[src/rtl/group_update_sequencer_if.sv]
// Select/handshake bundle between the sequencer, its controller and the group LUT.
// master = sequencer (drives group select and status), slave = controller/LUT side.
interface group_update_sequencer_if #(
    parameter int SWEEP_W = 16
);
    logic               start;
    logic [SWEEP_W-1:0] num_sweeps;
    logic               stop;
    logic [2:0]         group_EN;
    logic               update_en;
    logic               busy;
    logic               done;
    logic [SWEEP_W-1:0] sweep_cnt;

    modport master (
        input  start,
        input  num_sweeps,
        input  stop,
        output group_EN,
        output update_en,
        output busy,
        output done,
        output sweep_cnt
    );

    modport slave (
        output start,
        output num_sweeps,
        output stop,
        input  group_EN,
        input  update_en,
        input  busy,
        input  done,
        input  sweep_cnt
    );
endinterface

[src/rtl/group_update_sequencer.sv]
// Steps group_EN through the colored p-bit groups, DWELL cycles each, for num_sweeps sweeps.
// Outputs valid one cycle after start; stop aborts next edge; macro SEQ_CLAMP_GROUP_EN adds clamp group 4.
module group_update_sequencer #(
    parameter int DWELL   = 2,
    parameter int SWEEP_W = 16
) (
    input  logic                    clk,
    input  logic                    rst_n,
    group_update_sequencer_if.master bus
);

    localparam logic [1:0] S_IDLE = 2'd0;
    localparam logic [1:0] S_RUN  = 2'd1;
    localparam logic [1:0] S_DONE = 2'd2;

    localparam logic [7:0] DWELL_LAST = 8'(DWELL - 1);

`ifdef SEQ_CLAMP_GROUP_EN
    // Clamp group is visited last in every sweep.
    localparam logic [2:0] GRP_LAST = 3'd4;
`else
    localparam logic [2:0] GRP_LAST = 3'd3;
`endif

    localparam logic [SWEEP_W-1:0] SWEEP_ONE = {{(SWEEP_W-1){1'b0}}, 1'b1};

    logic [1:0]         state_q, state_d;
    logic [2:0]         grp_q, grp_d;
    logic [7:0]         dwell_q, dwell_d;
    logic [SWEEP_W-1:0] sweep_q, sweep_d;
    logic [SWEEP_W-1:0] target_q, target_d;
    logic [SWEEP_W-1:0] sweep_inc;
    logic               last_dwell;
    logic               last_grp;

    assign sweep_inc  = sweep_q + SWEEP_ONE;
    assign last_dwell = (dwell_q == DWELL_LAST);
    assign last_grp   = (grp_q == GRP_LAST);

    always_comb begin
        state_d  = state_q;
        grp_d    = grp_q;
        dwell_d  = dwell_q;
        sweep_d  = sweep_q;
        target_d = target_q;
        case (state_q)
            S_IDLE: begin
                grp_d   = 3'd0;
                dwell_d = 8'd0;
                if (bus.start) begin
                    sweep_d  = '0;
                    target_d = bus.num_sweeps;
                    state_d  = (bus.num_sweeps == '0) ? S_DONE : S_RUN;
                end
            end
            S_RUN: begin
                if (bus.stop) begin
                    // Abort wins over any sweep completion in the same cycle.
                    state_d = S_IDLE;
                    grp_d   = 3'd0;
                    dwell_d = 8'd0;
                end else if (!last_dwell) begin
                    dwell_d = dwell_q + 8'd1;
                end else begin
                    dwell_d = 8'd0;
                    if (!last_grp) begin
                        grp_d = grp_q + 3'd1;
                    end else begin
                        grp_d   = 3'd0;
                        sweep_d = sweep_inc;
                        if (sweep_inc == target_q) begin
                            state_d = S_DONE;
                        end
                    end
                end
            end
            S_DONE: begin
                grp_d   = 3'd0;
                dwell_d = 8'd0;
                state_d = S_IDLE;
            end
            default: begin
                grp_d   = 3'd0;
                dwell_d = 8'd0;
                state_d = S_IDLE;
            end
        endcase
    end

    always_ff @(posedge clk or negedge rst_n) begin
        if (!rst_n) begin
            state_q  <= S_IDLE;
            grp_q    <= 3'd0;
            dwell_q  <= 8'd0;
            sweep_q  <= '0;
            target_q <= '0;
        end else begin
            state_q  <= state_d;
            grp_q    <= grp_d;
            dwell_q  <= dwell_d;
            sweep_q  <= sweep_d;
            target_q <= target_d;
        end
    end

    // Every output is a flop or a decode of the state flop only.
    assign bus.group_EN  = grp_q;
    assign bus.update_en = (state_q == S_RUN);
    assign bus.busy      = (state_q == S_RUN);
    assign bus.done      = (state_q == S_DONE);
    assign bus.sweep_cnt = sweep_q;

endmodule

[src/flat_wrapper.sv]
// flat-port wrapper written by rule: the top's interface ports become plain ports
module group_update_sequencer_flat 
#(
    parameter int DWELL   = 2,
    parameter int SWEEP_W = 16
)
  (clk, rst_n, bus_start, bus_num_sweeps, bus_stop, bus_group_EN, bus_update_en, bus_busy, bus_done, bus_sweep_cnt);
  group_update_sequencer_if #(.SWEEP_W(SWEEP_W)) bus_i ();
  input  logic clk;
  input  logic rst_n;
  input wire logic [$bits(bus_i.start)-1:0] bus_start;
  input wire logic [$bits(bus_i.num_sweeps)-1:0] bus_num_sweeps;
  input wire logic [$bits(bus_i.stop)-1:0] bus_stop;
  output wire logic [$bits(bus_i.group_EN)-1:0] bus_group_EN;
  output wire logic [$bits(bus_i.update_en)-1:0] bus_update_en;
  output wire logic [$bits(bus_i.busy)-1:0] bus_busy;
  output wire logic [$bits(bus_i.done)-1:0] bus_done;
  output wire logic [$bits(bus_i.sweep_cnt)-1:0] bus_sweep_cnt;
  assign bus_i.start = bus_start;
  assign bus_i.num_sweeps = bus_num_sweeps;
  assign bus_i.stop = bus_stop;
  assign bus_group_EN = bus_i.group_EN;
  assign bus_update_en = bus_i.update_en;
  assign bus_busy = bus_i.busy;
  assign bus_done = bus_i.done;
  assign bus_sweep_cnt = bus_i.sweep_cnt;
  group_update_sequencer #(.DWELL(DWELL), .SWEEP_W(SWEEP_W)) u_core (.clk(clk), .rst_n(rst_n), .bus(bus_i));
endmodule
[config.mk]
export PLATFORM = sky130hd
export DESIGN_NAME = group_update_sequencer_flat
export DESIGN_NICKNAME = d
export VERILOG_FILES = /design/src/rtl/group_update_sequencer_if.sv /design/src/rtl/group_update_sequencer.sv /design/src/flat_wrapper.sv
export SDC_FILE = /design/constraint.sdc
export NUM_CORES = 1
export LEC_CHECK = 0
export ABC_CLOCK_PERIOD_IN_PS = 3000
export BUFFER_PORTS_ARGS = -buffer_cell sky130_fd_sc_hd__buf_2
export CELL_PAD_IN_SITES_DETAIL_PLACEMENT = 0
export CELL_PAD_IN_SITES_GLOBAL_PLACEMENT = 1
export CORE_MARGIN = 1
export CORE_UTILIZATION = 42
export DETAILED_ROUTE_END_ITERATION = 16
export GPL_TIMING_DRIVEN = 0
export PLACE_DENSITY = 0.79
export SLEW_MARGIN = 20
export SYNTH_ARGS = -nofsm -noshare
export SYNTH_HDL_FRONTEND = slang
export SYNTH_SLANG_ARGS = --single-unit
[constraint.sdc]
create_clock -name clk -period 3 [get_ports clk]
set_input_delay 0.3 -clock clk [delete_from_list [all_inputs] [get_ports clk]]
set_output_delay 0.3 -clock clk [all_outputs]
set_load 0.05 [all_outputs]
Yosys cells after proc, flatten, opt, wreduce, memory -nomap -nowiden
Cells that the tools add are included.
- register bits: 45
- input port bits: 20
- output and inout bits: 22
- word-level logic and storage cells: 45
- $add $sub $neg: 3
- equal/unequal tests: 12
- mux-type cells: 19
- reductions and logical operators: 6
- operator list (operator ; number):
    16-bit two-way mux ; 4
    16-bit case mux with 2 select lines ; 1
    8-bit two-way mux ; 3
    16-bit by 1-bit adder with 16-bit output, second input constant ; 1
    16-bit == test ; 1
    16-bit zero test ; 1
    2-bit two-way mux ; 6
    3-bit two-way mux ; 4
    3-bit by 2-bit inequality test with 1-bit output, second input constant ; 3
    8-bit by 1-bit adder with 8-bit output, second input constant ; 1
    8-bit by 1-bit == test with 1-bit output, second input constant ; 1
    5-bit AND reduction ; 1
    2-bit by 1-bit inequality test with 1-bit output, second input constant ; 2
    2-bit inequality test, second input constant ; 2
    2-bit case mux with 2 select lines ; 1
    4-bit AND reduction ; 1
    3-bit by 1-bit adder with 3-bit output, second input constant ; 1
    3-bit by 2-bit == test with 1-bit output, second input constant ; 1
    2-bit by 1-bit == test with 1-bit output, second input constant ; 1
    2-bit == test, second input constant ; 1
    2-bit zero test ; 1
    2-bit AND reduction ; 1
    2-bit nonzero test ; 1

Depth between registers and ports, before layout
Gate-level depths: netlist of run 1.
- depth after elaboration: 7
- depth in mapped cells: 9
- gate-level depth less buffers: 9

Worst setup path after synthesis of run 1
OpenSTA, ideal clock, no wires.
- path type: register to register
- from: reg u_core.sweep_q[0] (netlist: u_core.bus.sweep_cnt[0])
- to: reg u_core.state_q[0]
- setup time: 0.128 ns
- data arrival time: 2.569 ns
- data required time: 2.872 ns
- slack: 0.304 ns
- stages on the path, launching flop included: 9
- buffers on the path: 0
- clock period less this slack: 2.696 ns
- cells stage by stage: dfrtp_1 ha_1 and3_2 xnor2_1 nand3_1 or4_4 nor4_4 a31oi_1 mux2_1
- cells in the longest elaborated chain, start to end: 4
- RTL lines (what ; line ; source):
    from (decl) ; group_update_sequencer.sv:30 ; logic [SWEEP_W-1:0] sweep_q, sweep_d;
    from (signal assigned) ; group_update_sequencer.sv:101 ; sweep_q <= sweep_d;
    16-bit by 1-bit adder with 16-bit output ; group_update_sequencer.sv:36 ; assign sweep_inc = sweep_q + SWEEP_ONE;
    16-bit == test ; group_update_sequencer.sv:71 ; if (sweep_inc == target_q) begin
    3-bit by 2-bit inequality test with 1-bit output (no line) ; n/a ;
    4-bit AND reduction (no line) ; n/a ;
    to (signal assigned) ; group_update_sequencer.sv:98 ; state_q <= state_d;
    to (decl) ; group_update_sequencer.sv:27 ; logic [1:0] state_q, state_d;
Every way passes these cells.
A chain may end at the register's enable or synchronous reset.

Final worst setup path of run 1
- from: reg u_core.dwell_q[1]
- to: reg u_core.sweep_q[9] (netlist: u_core.bus.sweep_cnt[9])
- cells in the longest elaborated chain, start to end: 3
- RTL lines (what ; line ; source):
    from (decl) ; group_update_sequencer.sv:29 ; logic [7:0] dwell_q, dwell_d;
    from (signal assigned) ; group_update_sequencer.sv:100 ; dwell_q <= dwell_d;
    8-bit by 1-bit == test with 1-bit output ; group_update_sequencer.sv:37 ; assign last_dwell = (dwell_q == DWELL_LAST);
    2-bit by 1-bit inequality test with 1-bit output (no line) ; n/a ;
    5-bit AND reduction (no line) ; n/a ;
Every way passes these cells.

==> metrics.md, run 1 <==
| Metric | Value |
|---|---|
| Worst setup EP type | register |
| Worst Path Max Fanout | 10 |
| Synth Area in Compound Gates | 12.0% |
| Top-count cell post-synth | dfrtp_1 |
| Slew Limit Headroom | 54.7% |
| Slew Limit Fails | 0 |
| HPWL after detailed placement | 4670 um |
| Die Width | 82.1 um |
| Post-synth EDFFs | 0 |
| Root buf cell | clkbuf_8 |
| TritonRoute pass-1 iters | 5 |
| CTS Buf Count | 5 |
| Maximum vdd drop | 0.477 mV |
| Worst Setup Start Kind | register |
| Post-DRT Antenna Nets | 0 |
| Failing checks | negative hold slack |
| Maximum number of pins on one net before global-route repair | 46 |
| ANT cells | 0 |
| Max Cap Violations | 0 |
| Synth Instances | 270 |
| Top-Level Pins | 42 |
| Largest family of logic cells by synthesized area | simple AND/OR/NAND/NOR gates |
| Yosys reg bits | 45 |
| Htree depth | 2 |
| Setup TNS | 0 ps |
| Mux share of post-synthesis cell area | 7.90% |
| Initial Util | 44.4% |
| Setup violators final | 0 |
| Post-CTS Resized | 0 |
| Number of port buffers | 41 |
| Vert. Die Dim | 82.1 um |
| RePlAce Congestion | 0.810 |
| Final setup skew | 7.09 ps |
| Initial antenna violation count | 0 |
| FF/Latch Area | 0.00113 mm2 |
| Area leader, netlist | dfrtp_1 |
| Post-CTS setup buffers | 0 |
| Crit Reg-Reg Endpoint | u_core.bus.sweep_cnt[9] |
| First DRT Iteration DRCs | 144 |
| Kind of critical path | reg2reg |
| Syn nets | 294 |
| WHS | -0.0553 ps |
| Fin crit share | 88.6% |
| GRT overflow | 0 |
| Routed WL | 6390 um |
| Syn. warnings | 0 |
| Leak Pwr | 1.39 nW |
| First-pass GRT wire length | 10300 um |
| Core Rows | 28 |
| Synth Area in Adders | 1.86% |
| Post-Syn Area | 0.00269 mm2 |
| Hold Crit Class | in2async |
| Vias/cell | 5.52 |
| Primary FF master, synth | dfrtp_1 |
| Worst-case clock buffer depth | 2 |
| Arrival time at the worst endpoint | 2820 ps |
| Commonest cells in the netlist | 45 x dfrtp_1, 28 x nor2_1, 20 x nand2_1 |
| WL/cell | 16.2 um |
| Synth top area share | 41.8% |
| Req. time, crit path | 3160 ps |
| Synth top area cells | dfrtp_1 42%, mux2_2 6.7%, xnor2_1 4.6% |
| Clk_lat worst skew | 300 ps |
| CTS Hold Bufs | 0 |
| Fill cell count | 584 |
| Distinct cells, synth | 55 |
| Cell area power density | 666 mW/mm2 |
| Layout cell share with drive strength beyond 1 | 27.6% |
| Unrepaired setup endpoints after global routing | no |
| Core area | 0.00606 mm2 |
| Achievable Freq | 376 MHz |
| Layout area overhead | 16.2% |
| Area occupied by multi-input gates | 0.00150 mm2 |
| Via count | 2175 |
| R2R setup slack | 340 ps |
| Async set-or-reset flop fraction in the synthesized netlist | 100% |
| # DRC | 0 |
| Tot GR Track Use | 20.7% |
| Avg Cell Area, Syn | 9.98 um2 |
| Status | finished, violations left |
| Die ar. | 0.00674 mm2 |
| FF-to-FF path depth | 9 |
| Register area share after synthesis | 41.8% |
| Crit path time final | 2660 ps |
| CTS tree | done |
| # nets final | 342 |
| Endpoints failing hold | 1 |
| Vias in the first global route | 1980 |
| Actual slew at the worst max-slew pin | 675 ps |
| XOR/XNOR share of the synthesized area | 8.78% |
| Clock-pin slew on the worst setup and hold paths | 90 ps |
| Post-Synth Simple-Gate Area | 25.1% |
| Reg2reg start | u_core.dwell_q[1] |
| Clock Sinks | 45 |
sequential cells by signal (all words and copies together) (netlist names):
signal,count
u_core.bus.sweep_cnt,16
u_core.state_q,2
u_core.bus.group_EN,3
u_core.target_q,16
u_core.dwell_q,8
kinds of logic (layout without fill, tap and decap cells):
group,after synthesis,in the layout
AOI/OAI and AO/OA,49,49
xor gates and xnor gates,27,27
adders and majority gates,4,4
buffers and inverters,15,64
DFF,45,45
muxes,19,19
and+or+nand+nor,111,111
per-stage QoR:
stage / setup WS (ps) / instance area (um2) / instances / total power [mW] / util, %
after floorplan: 304 / 2690 / 270 / 1.38 / -
after global placement: 403 / 2990 / 386 / 1.53 / 49.4
after detailed placement: 401 / 2990 / 386 / 1.55 / 49.4
after CTS: 384 / 3130 / 394 / 2.10 / 51.6
after global routing: 93.1 / 3130 / 394 / 2.21 / 51.6
final: 341 / 3130 / 394 / 2.08 / 51.6
metal layers:
metal / vias to the layer above / wire length, um / global-route usage [%]
met5: - / 0 / 0
met4: 0 / 55 / 4.74
met3: 6 / 300 / 3.56
met2: 59 / 2810 / 30.8
met1: 1036 / 3220 / 31.0
li1: 1074 / - / -
layout by cell type, fill, tap and decap left out, drive strengths merged, types with 2 or more instances in the layout:
| cell type | count |
|---|---|
| xnor2 | 14 |
| inv | 4 |
| mux2 | 18 |
| dfrtp | 45 |
| o41ai | 4 |
| xor2 | 13 |
| or4 | 2 |
| o21ai | 17 |
| nand2b | 3 |
| nand2 | 22 |
| nand3b | 3 |
| nor2b | 4 |
| nor4 | 8 |
| o211ai | 2 |
| nor4b | 2 |
| clkbuf | 10 |
| nand4 | 2 |
| nand3 | 15 |
| ha | 4 |
| bufinv | 2 |
| and4 | 2 |
| and3 | 3 |
| o21a | 2 |
| nor3 | 8 |
| and2 | 4 |
| a31oi | 7 |
| buf | 47 |
| a21oi | 5 |
| nor2 | 29 |
| o31ai | 5 |
critical path: stages (launching register included):
cell and delay, ps:
dfrtp_1 430, inv_1 70, ha_1 150, nor4b_4 200, nand2_1 180, nor3_2 620
nor2_1 260, clkbuf_1 290, o21ai_0 230, o41ai_1 100
report_power, final:
group | switching (mW) | internal (mW) | total (mW)
clock network | 0.212 | 0.331 | 0.543
logic | 0.365 | 0.318 | 0.683
registers | 0.123 | 0.734 | 0.857
area by class of cell:
class,instances,share of cell area [%]
inverters,4,0.480
clock inverters,3,2.08
repair buffers,41,6.64
multi-input cells,210,47.9
clock buffers,5,2.20
well taps,75,3.00
flip-flops and latches,45,36.0
plain buffers,11,1.72
worst max path at each step:
stage,from,to
after floorplan,u_core.bus.sweep_cnt[0],u_core.state_q[0]
after global placement,u_core.bus.sweep_cnt[0],u_core.state_q[0]
after detailed placement,u_core.dwell_q[1],u_core.bus.sweep_cnt[9]
after CTS,u_core.dwell_q[1],u_core.bus.sweep_cnt[9]
after global routing,u_core.dwell_q[1],u_core.bus.sweep_cnt[9]
final,u_core.dwell_q[1],u_core.bus.sweep_cnt[9]
(Power assumes the default switching activity.)
==> run 2: changes to the inputs <==
--- a/config.mk
+++ b/config.mk
@@ -10,10 +10,12 @@
 export CELL_PAD_IN_SITES_DETAIL_PLACEMENT = 0
 export CELL_PAD_IN_SITES_GLOBAL_PLACEMENT = 1
 export CORE_MARGIN = 1
-export CORE_UTILIZATION = 42
+export CORE_UTILIZATION = 45
+export CTS_BUF_LIST = sky130_fd_sc_hd__clkbuf_2
 export DETAILED_ROUTE_END_ITERATION = 16
 export GPL_TIMING_DRIVEN = 0
-export PLACE_DENSITY = 0.79
+export HOLD_SLACK_MARGIN = 0.08
+export PLACE_DENSITY = 0.83
 export SLEW_MARGIN = 20
 export SYNTH_ARGS = -nofsm -noshare
 export SYNTH_HDL_FRONTEND = slang
==> metrics.md, run 2 (synthesized netlist as in run 1, its figures left out) <==
| Metric | Value |
|---|---|
| Via count | 2235 (+2.8%) |
| GRT overflow | 0 (unchanged) |
| Kind of critical path | reg2reg |
| Vert. Die Dim | 79.4 um (-3.3%) |
| FF/Latch Area | 0.00113 mm2 (unchanged) |
| Layout cell share with drive strength beyond 1 | 26.4% (-1.1 points) |
| Maximum number of pins on one net before global-route repair | 46 (unchanged) |
| Die ar. | 0.00630 mm2 (-6.5%) |
| Clock Sinks | 45 (unchanged) |
| Die Width | 79.4 um (-3.3%) |
| Slew Limit Fails | 0 (unchanged) |
| Unrepaired setup endpoints after global routing | no |
| Slew Limit Headroom | 56.9% (+2.1 points) |
| Most common cell after layout, fill and taps aside | dfrtp_1 |
| Core area | 0.00564 mm2 (-6.9%) |
| Layout area overhead | 17.2% |
| Req. time, crit path | 3340 ps (+180 ps) |
| HPWL after detailed placement | 4570 um (-2.3%) |
| Hold Crit Class | in2reg |
| Sw frac | 36.5% (+2.9 points) |
| Worst Setup Start Kind | register |
| Crit path time final | 2710 ps (+47.5 ps) |
| Worst Path Max Fanout | 8 (-2) |
| Number of port buffers | 41 (unchanged) |
| Max Cap Violations | 0 (unchanged) |
| First-pass GRT wire length | 10300 um (+0.74%) |
| Setup TNS | 0 ps (unchanged) |
| Final setup skew | 24.8 ps (+17.7 ps) |
| Clk pwr share | 18.4% (-7.7 points) |
| Vias/cell | 5.57 (+0.96%) |
| Area occupied by multi-input gates | 0.00150 mm2 (unchanged) |
| Routed WL | 6230 um (-2.4%) |
| Post-CTS setup buffers | 0 (unchanged) |
| Maximum vdd drop | 0.279 mV (-42%) |
| Crit-path slowest cell | dfrtp_1 |
| CP max stage delay | 560 ps (-60 ps) |
| Total chip power | 1.88 mW (-9.5%) |
| Actual slew at the worst max-slew pin | 641 ps (-33.9 ps) |
| Pint | 1.20 mW (-13%) |
| Arrival time at the worst endpoint | 3050 ps (+230 ps) |
| Clk_lat worst skew | 420 ps (+120 ps) |
| Top-Level Pins | 42 (unchanged) |
| Achievable Freq | 369 MHz (-1.8%) |
| Comb power frac | 36.3% (+3.5 points) |
| Post-route cell area | 0.00316 mm2 (+0.92%) |
| Root buf cell | clkbuf_2 |
| Clock-pin slew on the worst setup and hold paths | 240 ps (+150 ps) |
| Fill cell count | 514 (-12%) |
| ANT cells | 0 (unchanged) |
| Post-CTS Resized | 0 (unchanged) |
| Sequential fraction of design power | 45.2% (+4.1 points) |
| CTS Buf Count | 5 (unchanged) |
| Critical path's top delay family | simple AND/OR/NAND/NOR gates |
| Vias in the first global route | 2026 (+2.3%) |
| CTS tree | done |
| RePlAce Congestion | 0.826 (+2.0%) |
| Critical Path, Cell by Cell | ha_1 > and3_2 > xnor2_1 > nand3_1 > or4_4 > nor4_4 > a31oi_1 > mux2_1 |
| Worst-case clock buffer depth | 2 (unchanged) |
| Commonest non-fill, non-tap cells in the layout | 45 x dfrtp_1, 43 x buf_2, 28 x nor2_1 |
| Cell area power density | 597 mW/mm2 (-10%) |
| Final design utilization | 56.0% (+4.3 points) |
| Setup violators final | 0 (unchanged) |
| # DRC | 0 (unchanged) |
| Tot GR Track Use | 21.4% (+0.69 points) |
| Fin crit share | 90.2% (+1.6 points) |
| Finished Layout Cells | 401 (+1.8%) |
| TritonRoute pass-1 iters | 4 (-1) |
| Switching Power | 0.688 mW (-1.8%) |
| Status | finished clean |
| WL/cell | 15.5 um (-4.1%) |
| Core Rows | 27 (-3.6%) |
| Initial Util | 47.7% (+3.3 points) |
| Htree depth | 2 (unchanged) |
| Post-DRT Antenna Nets | 0 (unchanged) |
| Leak Pwr | 1.40 nW (+0.74%) |
| Placed standard-cell area | 0.00299 mm2 (-0.13%) |
| First DRT Iteration DRCs | 89 (-38%) |
| Initial antenna violation count | 0 (unchanged) |
| Endpoints failing hold | 0 (-1) |
| Worst setup EP type | register |
| Crit path buf inv count | 0 (-2) |
| Cells after DPL | 383 (-0.78%) |
| # nets final | 352 (+2.9%) |
## run 2: worst register-to-register path: cells and delay by family (launching register included)
family,cells,cell delay (ps)
xor gates and xnor gates,1,130
DFF,1,560
adders and majority gates,1,360
AOI/OAI and AO/OA,1,140
muxes,1,330
and+or+nand+nor,4,1100
## run 2: per-layer routing
metal | wire (um) | global-route usage (%) | vias to the layer above
met2 | 2790 | 32.5 | 66
met5 | 0 | 0 | -
li1 | - | - | 1096
met1 | 3050 | 31.6 | 1066
met3 | 332 | 3.77 | 7
met4 | 57 | 4.91 | 0
## run 2: power by group through the flow
stage          Sequential [mW]  Clock [mW]  Combinational (mW)
2_1_floorplan            0.829           0               0.549
3_3_place_gp             0.860           0               0.667
3_5_place_dp             0.866           0               0.682
4_1_cts                  0.853       0.355               0.684
5_1_grt                  0.870       0.379               0.763
6_report                 0.853       0.347               0.685
## run 2: final timing paths
kind                                            end                startpoint  slack [ps]  depth (start not counted)
max                               u_core.state_q[0]   u_core.bus.sweep_cnt[0]         290                          8
min                              u_core.target_q[3]         bus_num_sweeps[3]         100                          2
max reg2reg                       u_core.state_q[0]   u_core.bus.sweep_cnt[0]         290                          8
min reg2reg                u_core.bus.sweep_cnt[15]  u_core.bus.sweep_cnt[15]         540                          1
max in group asynchronous        u_core.target_q[4]                     rst_n        2220                          2
min in group asynchronous   u_core.bus.sweep_cnt[5]                     rst_n         370                          2
## run 2: repair_timing
item,in CTS,in global routing
setup endpoints to repair,0,0
hold endpoints to repair,45,9
hold buffers,1,9
## run 2: area by class of cell
class	instances	share of cell area [%]
repair buffers	51	9.75
clock inverters	3	1.31
well taps	72	2.85
plain buffers	11	1.70
clock buffers	5	0.792
multi-input cells	210	47.5
flip-flops and latches	45	35.7
inverters	4	0.475
## run 2: metrics by stage
step	setup WS [ps]	hold slack (ps)
detailed placement	357	516
finish	293	96.5
floorplan	304	4.41
global route	154	83.3
CTS	321	91.0
global placement	336	504
==> run 3: changes to the inputs <==
==> constraint.sdc (replaced) <==
create_clock -name clk -period 3 [get_ports clk]
set_input_delay 0.15 -clock clk [delete_from_list [all_inputs] [get_ports clk]]
set_output_delay 0.15 -clock clk [all_outputs]
set_load 0.05 [all_outputs]
==> metrics.md, run 3 (synthesized netlist as in run 1, its figures left out) <==
| Metric | Value |
|---|---|
| Status | finished clean |
| Layout area overhead | 20.2% |
| GRT overflow | 0 (unchanged) |
| Worst-case clock buffer depth | 2 (unchanged) |
| Core Rows | 27 (unchanged) |
| Number of port buffers | 41 (unchanged) |
| Crit path time final | 2690 ps (-14.6 ps) |
| Critical Path, Cell by Cell | ha_1 > and3_2 > xnor2_1 > nand3_1 > or4_4 > nor4_4 > a31oi_1 > mux2_1 |
| Vias/cell | 5.56 (-0.33%) |
| Vert. Die Dim | 79.4 um (unchanged) |
| Reg2reg start | u_core.bus.sweep_cnt[0] |
| TritonRoute pass-1 iters | 4 (unchanged) |
| Worst Setup Start Kind | register |
| FF-to-FF path depth | 8 (unchanged) |
| Crit Reg-Reg Endpoint | u_core.state_q[0] |
| Unrepaired setup endpoints after global routing | no |
| Fin crit share | 89.7% (-0.49 points) |
| Post-CTS Resized | 0 (unchanged) |
| Clock-pin slew on the worst setup and hold paths | 250 ps (about the same) |
| Achievable Freq | 371 MHz (+0.54%) |
| Cell area power density | 584 mW/mm2 (-2.1%) |
| HPWL after detailed placement | 4570 um (unchanged) |
| Post-DRT Antenna Nets | 0 (unchanged) |
| Clock Sinks | 45 (unchanged) |
| Maximum vdd drop | 0.283 mV (+1.6%) |
| First-pass GRT wire length | 10600 um (+2.5%) |
| R2R setup slack | 310 ps (about the same) |
| Pint | 1.20 mW (+0.58%) |
| Setup violators final | 0 (unchanged) |
| Switching Power | 0.687 mW (about the same) |
| Slew Limit Fails | 0 (unchanged) |
| Layout cell share with drive strength beyond 1 | 25.8% (-0.63 points) |
| Via count | 2272 (+1.7%) |
| # nets final | 360 (+2.3%) |
| Final setup skew | 24.0 ps (-0.762 ps) |
| # DRC | 0 (unchanged) |
| Slew Limit Headroom | 57.0% (+0.14 points) |
| Initial antenna violation count | 0 (unchanged) |
| Post-CTS setup buffers | 0 (unchanged) |
| Hold Crit Class | in2async |
| WHS | 222 ps (+125 ps) |
| Clk pwr share | 18.3% (about the same) |
| Comb power frac | 36.7% (+0.4 points) |
| Kind of critical path | reg2reg |
| Fill cell count | 504 (-1.9%) |
| WL/cell | 15.4 um (-0.56%) |
| Clk_lat worst skew | 420 ps (about the same) |
| First DRT Iteration DRCs | 99 (+11%) |
| Crit-path slowest cell | dfrtp_1 |
| Die Width | 79.4 um (unchanged) |
| Leak Pwr | 1.43 nW (+2.4%) |
| Most common cell after layout, fill and taps aside | dfrtp_1 |
| Root buf cell | clkbuf_2 |
| Top-Level Pins | 42 (unchanged) |
| ANT cells | 0 (unchanged) |
| Sw frac | 36.3% (-0.15 points) |
| Maximum number of pins on one net before global-route repair | 46 (unchanged) |
| Routed WL | 6320 um (+1.4%) |
| Tot GR Track Use | 22.0% (+0.54 points) |
| Setup TNS | 0 ps (unchanged) |
| Crit path buf inv count | 0 (unchanged) |
| Initial Util | 47.7% (unchanged) |
| Worst Path Max Fanout | 8 (unchanged) |
| RePlAce Congestion | 0.826 (unchanged) |
| CTS Buf Count | 5 (unchanged) |
| Max Cap Violations | 0 (unchanged) |
| Worst setup EP type | register |
| CP max stage delay | 560 ps (about the same) |
| Htree depth | 2 (unchanged) |
| Die ar. | 0.00630 mm2 (unchanged) |
| Vias in the first global route | 2084 (+2.9%) |
| Critical path's top delay family | simple AND/OR/NAND/NOR gates |
| Actual slew at the worst max-slew pin | 639 ps (-2.03 ps) |
| Arrival time at the worst endpoint | 3030 ps (-20 ps) |
| Core area | 0.00564 mm2 (unchanged) |
| Commonest non-fill, non-tap cells in the layout | 45 x dfrtp_1, 43 x buf_2, 28 x nor2_1 |
| Req. time, crit path | 3340 ps (about the same) |
| Sequential fraction of design power | 45.0% (-0.2 points) |
| CTS tree | done |
| Endpoints failing hold | 0 (unchanged) |
[run 3: changes by cell type in the layout (fill, tap and decap cells not counted)]
cell           delta
dlygate4sd3_1     +8
[run 3: final cells by class]
type	count	area (um2)	share of cell area (%)
plain buffers	11	53.8	1.66
clock buffers	5	25.0	0.773
clock inverters	3	41.3	1.28
inverters	4	15.0	0.464
multi-input cells	210	1500	46.3
flip-flops and latches	45	1130	34.8
well taps	72	90.1	2.78
repair buffers	59	388	12.0
[run 3: worst max path at each step]
stage                             from                end  slack [ps]  depth (start not counted)
2_1_floorplan  u_core.bus.sweep_cnt[0]  u_core.state_q[0]         300                          8
3_3_place_gp   u_core.bus.sweep_cnt[0]  u_core.state_q[0]         340                          8
3_5_place_dp   u_core.bus.sweep_cnt[0]  u_core.state_q[0]         360                          8
4_1_cts        u_core.bus.sweep_cnt[0]  u_core.state_q[0]         320                          8
5_1_grt        u_core.bus.sweep_cnt[0]  u_core.state_q[0]         150                          8
6_report       u_core.bus.sweep_cnt[0]  u_core.state_q[0]         310                          8
[run 3: routing by layer]
metal / up-vias / GRT usage [%] / share of wire, %
met5: - / 0 / 0
met4: 0 / 4.91 / 0.89
met3: 6 / 3.77 / 5.3
met2: 63 / 34.1 / 45
met1: 1094 / 31.9 / 49
li1: 1109 / - / -
[run 3: repair_timing]
action / in CTS / in global routing
hold endpoints to repair: 63 / 0
hold buffers: 18 / 0
endpoints found under the setup margin: 0 / 0
[run 3: metrics by stage]
stage | instances | power, mW | setup slack (ps) | util [%] | instance area (um2)
after global placement | 383 | 1.53 | 336 | 53.0 | 2990
after detailed placement | 383 | 1.55 | 357 | 53.0 | 2990
final | 409 | 1.89 | 308 | 57.4 | 3240
after floorplan | 270 | 1.38 | 304 | - | 2690
after CTS | 409 | 1.91 | 321 | 57.4 | 3240
after global routing | 409 | 2.02 | 154 | 57.4 | 3240
[run 3: worst reg2reg max path, delay by kind of cell (launching register included)]
family | cells | cell delay (ps)
adders and majority gates | 1 | 360
and+or+nand+nor | 4 | 1100
xor gates and xnor gates | 1 | 130
muxes | 1 | 330
AOI/OAI and AO/OA | 1 | 140
DFF | 1 | 560
[run 3: power by group through the flow]
stage,clock network [mW],registers (mW),logic [mW]
final,0.346,0.851,0.694
after detailed placement,0,0.866,0.682
after CTS,0.355,0.853,0.700
after global placement,0,0.860,0.667
after global routing,0.379,0.870,0.773
after floorplan,0,0.829,0.549
